`src/rtl/if_stage.sv`:
```
`default_nettype none
// ============================================================================
// if_stage : RV32I fetch stage -- PC, single-outstanding imem read, fetch queue
// Revision : 1.0
// ============================================================================
module if_stage #(
  parameter logic [31:0] RESET_PC = 32'h1eceb000,
  parameter int          DEPTH    = 4
) (
  input  logic        clk,
  input  logic        rst,
  output logic [31:0] imem_addr,
  output logic [3:0]  imem_rmask,
  input  logic [31:0] imem_rdata,
  input  logic        imem_resp,
  input  logic        redirect_valid,
  input  logic [31:0] redirect_pc,
  input  logic        stall,
  output logic        out_valid,
  output logic [31:0] out_inst,
  output logic [31:0] out_pc,
  output logic        out_branch_pred,
  output logic [31:0] out_predicted_pc
);

  localparam int                c_PTR_W = $clog2(DEPTH);
  localparam logic [c_PTR_W:0]  c_DEPTH = (c_PTR_W + 1)'(DEPTH);

  typedef enum logic [1:0] {
    S_IDLE      = 2'd0,
    S_WAIT      = 2'd1,
    S_WAIT_DROP = 2'd2
  } state_e;

  state_e               state_q, state_d;
  logic [31:0]          pc_q, pc_d;
  logic [c_PTR_W-1:0]   head_q, tail_q;
  logic [c_PTR_W:0]     count_q;
  logic [31:0]          inst_q [DEPTH];
  logic [31:0]          ipc_q  [DEPTH];

  logic w_issue;
  logic w_push;
  logic w_pop;

  always_comb begin
    state_d = state_q;
    pc_d    = pc_q;
    w_issue = 1'b0;
    w_push  = 1'b0;
    w_pop   = (count_q != '0) && !stall && !redirect_valid;
    case (state_q)
      // rst gates the request so rmask stays low while reset is held
      S_IDLE: begin
        if (rst && !redirect_valid && (count_q < c_DEPTH)) begin
          w_issue = 1'b1;
          state_d = S_WAIT;
        end
      end
      S_WAIT: begin
        if (imem_resp) begin
          w_push  = !redirect_valid;
          state_d = S_IDLE;
        end else if (redirect_valid) begin
          state_d = S_WAIT_DROP;
        end
      end
      S_WAIT_DROP: begin
        if (imem_resp) state_d = S_IDLE;
      end
      default: state_d = S_IDLE;
    endcase
    if (redirect_valid)  pc_d = redirect_pc & ~32'h3;
    else if (w_push)     pc_d = pc_q + 32'd4;
  end

  always_ff @(posedge clk or negedge rst) begin
    if (!rst) begin
      state_q <= S_IDLE;
      pc_q    <= RESET_PC;
      head_q  <= '0;
      tail_q  <= '0;
      count_q <= '0;
      for (int i = 0; i < DEPTH; i++) begin
        inst_q[i] <= '0;
        ipc_q[i]  <= '0;
      end
    end else begin
      state_q <= state_d;
      pc_q    <= pc_d;
      if (redirect_valid) begin
        head_q  <= tail_q;
        count_q <= '0;
      end else begin
        if (w_push) begin
          inst_q[tail_q] <= imem_rdata;
          ipc_q[tail_q]  <= pc_q;
          tail_q         <= tail_q + 1'b1;
        end
        if (w_pop) head_q <= head_q + 1'b1;
        if (w_push && !w_pop)      count_q <= count_q + 1'b1;
        else if (!w_push && w_pop) count_q <= count_q - 1'b1;
      end
    end
  end

  assign imem_addr        = pc_q;
  assign imem_rmask       = w_issue ? 4'hF : 4'h0;
  assign out_valid        = (count_q != '0);
  assign out_inst         = inst_q[head_q];
  assign out_pc           = ipc_q[head_q];
  assign out_branch_pred  = 1'b0;
  assign out_predicted_pc = out_pc + 32'd4;

endmodule
`default_nettype wire

```
`config.mk`:
```
export PLATFORM = sky130hd
export DESIGN_NAME = if_stage
export DESIGN_NICKNAME = d
export VERILOG_FILES = /design/src/rtl/if_stage.sv
export SDC_FILE = /design/constraint.sdc
export NUM_CORES = 1
export LEC_CHECK = 0
export BUFFER_PORTS_ARGS = -buffer_cell sky130_fd_sc_hd__buf_2
export CAP_MARGIN = 20
export CORE_MARGIN = 8
export CORE_UTILIZATION = 35
export DETAILED_ROUTE_END_ITERATION = 8
export MAX_ROUTING_LAYER = met4
export PLACE_DENSITY = 0.61
export SETUP_SLACK_MARGIN = 0.4
export SKIP_CTS_REPAIR_TIMING = 1
export SYNTH_ARGS = -nofsm -noshare
export SYNTH_HDL_FRONTEND = slang
export SYNTH_SLANG_ARGS = --single-unit
export TNS_END_PERCENT = 20
```
`constraint.sdc`:
```
create_clock -name clk -period 4.21 [get_ports clk]
set_input_delay 0.2105 -clock clk [delete_from_list [all_inputs] [get_ports clk]]
set_output_delay 0.2105 -clock clk [all_outputs]
set_load 0.01 [all_outputs]
```
==> qor.log <==
[outcome] outcome finished clean
[global_route] pin count of the biggest net entering global routing 114
[critical_path] startpoint of the lowest-slack register-to-register path imem_addr[15]$_DFFE_PN1N_
[drt] Routed wire per std cell 20.0 µm
[critical_path] critical path fanouts, max 19
[sta] Worst Max-Slew Pin Slew 0.885 ns
[critical_path] worst-path cell chain buf_4 > mux4_1 > and3_1 > nand3_2 > nor4_1 > buf_4 > xor2_1 > buf_2
[floorplan] floorplan row count 72
[sta] setup TNS 0 ns
[placement] Post-DP HPWL 22700 µm
[drt] DR WL met3 2580 µm
[drt] number of vias in the routed layout 8845
[clocking] TritonCTS buffer count 34
[critical_path] CP Data Arrival Time 3.30 ns
[logic_synthesis] Synth Register Bits 287
[critical_path] reg-to-reg critical path endpoint imem_addr[29]$_DFFE_PN0N_
[placement] # port buffers 193
[clocking] clock tree from TritonCTS done
[clocking] number of buffers on the longest clock path 3
[floorplan] die width 213 µm
[drt] number of DRC violations after detailed-routing iteration 0 481
[sta] setup repair after global routing missed its margin false
[job] Max-cap violations 0
[drt] met2 wire length 16400 µm
[global_route] antenna violations before repair 4
[clocking] # clock sinks 287
[sta] fin crit share 83.3%
[hold_path] class of the most critical hold timing path in -> reg
[critical_path] maximum cell stage delay along the critical path 0.68 ns
[global_route] wire length of the first global-routing pass 53700 µm
[logic_synthesis] sequential fraction of the synthesis area 52.9%
[sta] worst clock skew 0.0162 ns
[clocking] CTS H-Tree Depth 2
[finish] number of filler instances in the final layout 3558
[sta] worst hold slack 0.141 ns
[sta] count of final setup violators 0
[critical_path] depth of the worst register-to-register path 5
[logic_synthesis] top area cells in the synthesized netlist sky130_fd_sc_hd__dfrtp_1 51%, sky130_fd_sc_hd__mux2_2 20%, sky130_fd_sc_hd__mux4_2 8.0%, sky130_fd_sc_hd__mux4_1 2.7%, sky130_fd_sc_hd__dfstp_2 2.3%
[floorplan] initial standard-cell utilization of the core 35.3%
[finish] Total Nets Final 1284
[logic_synthesis] post-synth design cell area 13600 µm²
[pwr] VDD IR max 0.410 mV
[placement] routability congestion estimate from global placement 0.756
[hold_path] cell count of the worst hold path 4
[drt] post-route ant nets 0
[global_route] total global-route track usage 15.6%
[critical_path] Required @ worst endpoint 4.00 ns
[critical_path] Setup Crit Path Kind reg -> out
[floorplan] area of the placeable core 38500 µm²
[hold_path] Worst Hold Path EP head_q[0]$_DFFE_PN0P_
[logic_synthesis] number of distinct library cells after synthesis 51
[clocking] worst-skew pair later-pin latency 0.52 ns
[logic_synthesis] Syn Area/Cell 14.1 µm²
[finish] fraction of final layout cells with drive strength greater than 1 47.1%
[sta] max-slew violation count 0
[clocking] Reg clk slew, reported paths 0.06 ns
[pwr] total power divided by cell area 668 nW/µm²
[drt] Highest Signal Layer met4
[critical_path] timing startpoint of the critical path head_q[0]$_DFFE_PN0P_
[clocking] Root Driver sky130_fd_sc_hd__clkbuf_16
[critical_path] nature of the critical path startpoint flip-flop
[sta] final critical delay including setup and external delays 3.51 ns
[logic_synthesis] area share of the largest cell type after synthesis 50.6%
[floorplan] die height 213 µm
[hold_path] hold_sp stall
[drt] Routed Wire Length 35000 µm
[logic_synthesis] Yosys top cell by area sky130_fd_sc_hd__dfrtp_1
[logic_synthesis] total number of yosys warnings 0
[sta] f_max 0.285 GHz
[critical_path] Critical Path End Type output port
[global_route] aggregate global routing overflow 0
[critical_path] reg2reg setup slack 1.75 ns
[floorplan] Total Die Area 45400 µm²
[sta] total count of hold-check failures in the final report 0
[pwr] Leak 8.05 nW
[finish] layout overhead on the synthesized area 24.4%
[floorplan] I/O pin count 203
[critical_path] CP most frequent cell sky130_fd_sc_hd__buf_4
[drt] per-cell via count in the routed design 5.05
[logic_synthesis] number of instances in the synthesized netlist 963
[global_route] vias in the first global route 9009
[sta] Max-Slew Margin vs Limit 41.0%
[critical_path] Crit-path slowest cell sky130_fd_sc_hd__dfrtp_4
[drt] routed metal-1 wire length 15400 µm
[drt] number of detailed-route iterations in the first pass 4
[drt] DRC violation count after routing 0
sequential cells by signal (all words and copies together), names as in the netlist:
name and cells:
head_q 2, count_q 3, ipc_q 120, inst_q 128, tail_q 2, state_q 2, imem_addr 30
power by group:
part	internal [W]	leakage [nW]	switching [W]
Sequential	0.00374	3.71	0.000621
Combinational	0.00209	3.75	0.00183
Clock	0.00187	0.582	0.00114
Yosys cell counts (all sizes together):
cell type	number
a211oi	1
a21o	1
a21oi	2
a31oi	2
and2	4
and3	11
and4	7
and4b	1
buf	27
clkbuf	44
conb	1
dfrtp	275
dfstp	12
fa	1
ha	6
inv	14
mux2	240
mux2i	1
mux4	62
nand2	65
nand3	20
nand3b	2
nand4	12
nand4bb	1
nor2	11
nor2b	1
nor3	13
nor3b	2
nor4	15
nor4b	1
o211ai	1
o21ai	40
or2	1
or3	5
or4	2
xnor2	33
xor2	26
stage by stage:
stage	setup slack [ns]	util [%]	cells	instance area [µm²]	total power (W)
floorplan	1.90	-	969	13600	0.00692
global placement	1.18	39.1	1622	15100	0.00825
detailed placement	1.17	39.1	1622	15100	0.00836
CTS	0.574	42.2	1681	16200	0.0114
global route	0.401	44.0	1753	16900	0.0120
finish	0.702	44.0	1753	16900	0.0113
worst max-delay path: cells and delay by family (launching register included):
family | cells | cell delay, ns
AND/OR/NAND/NOR | 3 | 0.88
buffers and inverters | 3 | 0.71
flip-flops | 1 | 0.68
multiplexers | 1 | 0.35
XOR/XNOR | 1 | 0.14
cells by family (layout without fill, tap and decap cells):
kind of cell	after synthesis	in the layout	share of synthesized area, %
buffers and inverters	85	347	3.22
AOI/OAI and AO/OA	47	47	1.80
xor gates and xnor gates	59	59	3.80
muxes	303	303	30.6
other	1	11	0.0276
and+or+nand+nor	174	174	6.91
adders and majority gates	7	7	0.699
DFF	287	287	52.9
worst max path at each step:
| stage | to | slack (ns) |
|---|---|---|
| floorplan | out_predicted_pc[29] | 1.90 |
| global placement | out_predicted_pc[31] | 1.18 |
| detailed placement | out_predicted_pc[31] | 1.17 |
| CTS | out_predicted_pc[31] | 0.57 |
| global route | out_predicted_pc[31] | 0.40 |
| finish | out_predicted_pc[31] | 0.70 |
layout by cell type, fill, tap and decap left out, types with 3 or more instances in the layout:
master / instances
sky130_fd_sc_hd__nand3_1: 19
sky130_fd_sc_hd__clkinv_2: 6
sky130_fd_sc_hd__clkbuf_8: 9
sky130_fd_sc_hd__clkbuf_1: 4
sky130_fd_sc_hd__nor4_2: 3
sky130_fd_sc_hd__mux4_2: 48
sky130_fd_sc_hd__dlygate4sd3_1: 64
sky130_fd_sc_hd__mux2_2: 240
sky130_fd_sc_hd__nor4_1: 12
sky130_fd_sc_hd__and3_1: 11
sky130_fd_sc_hd__or3_1: 5
sky130_fd_sc_hd__xnor2_1: 33
sky130_fd_sc_hd__and2_1: 4
sky130_fd_sc_hd__buf_12: 6
sky130_fd_sc_hd__inv_1: 14
sky130_fd_sc_hd__buf_4: 11
sky130_fd_sc_hd__and4_1: 5
sky130_fd_sc_hd__mux4_1: 14
sky130_fd_sc_hd__clkbuf_16: 37
sky130_fd_sc_hd__buf_2: 192
sky130_fd_sc_hd__nand2_1: 61
sky130_fd_sc_hd__o21ai_0: 39
sky130_fd_sc_hd__conb_1: 7
sky130_fd_sc_hd__xor2_1: 26
sky130_fd_sc_hd__diode_2: 4
sky130_fd_sc_hd__dfrtp_1: 273
sky130_fd_sc_hd__nor2_1: 11
sky130_fd_sc_hd__nor3_1: 13
sky130_fd_sc_hd__ha_1: 6
sky130_fd_sc_hd__nand2_4: 4
sky130_fd_sc_hd__dfstp_2: 12
sky130_fd_sc_hd__nand4_1: 11
cell type report:
| type | count | area, µm² | share of cell area, % |
|---|---|---|---|
| repair buffers | 274 | 1820 | 10.8 |
| diodes | 4 | 10.0 | 0.0592 |
| flip-flops and latches | 287 | 7200 | 42.6 |
| clock inverters | 9 | 98.8 | 0.584 |
| inverters | 14 | 52.6 | 0.311 |
| clock buffers | 50 | 1060 | 6.30 |
| multi-input cells | 597 | 6010 | 35.6 |
| well taps | 518 | 648 | 3.83 |
routing by layer:
layer,vias up,track usage [%]
met3,50,5.36
li1,4002,-
met2,215,24.0
met1,4578,19.7
met5,-,-
met4,0,3.86
Power figures use the tool's default switching activity.
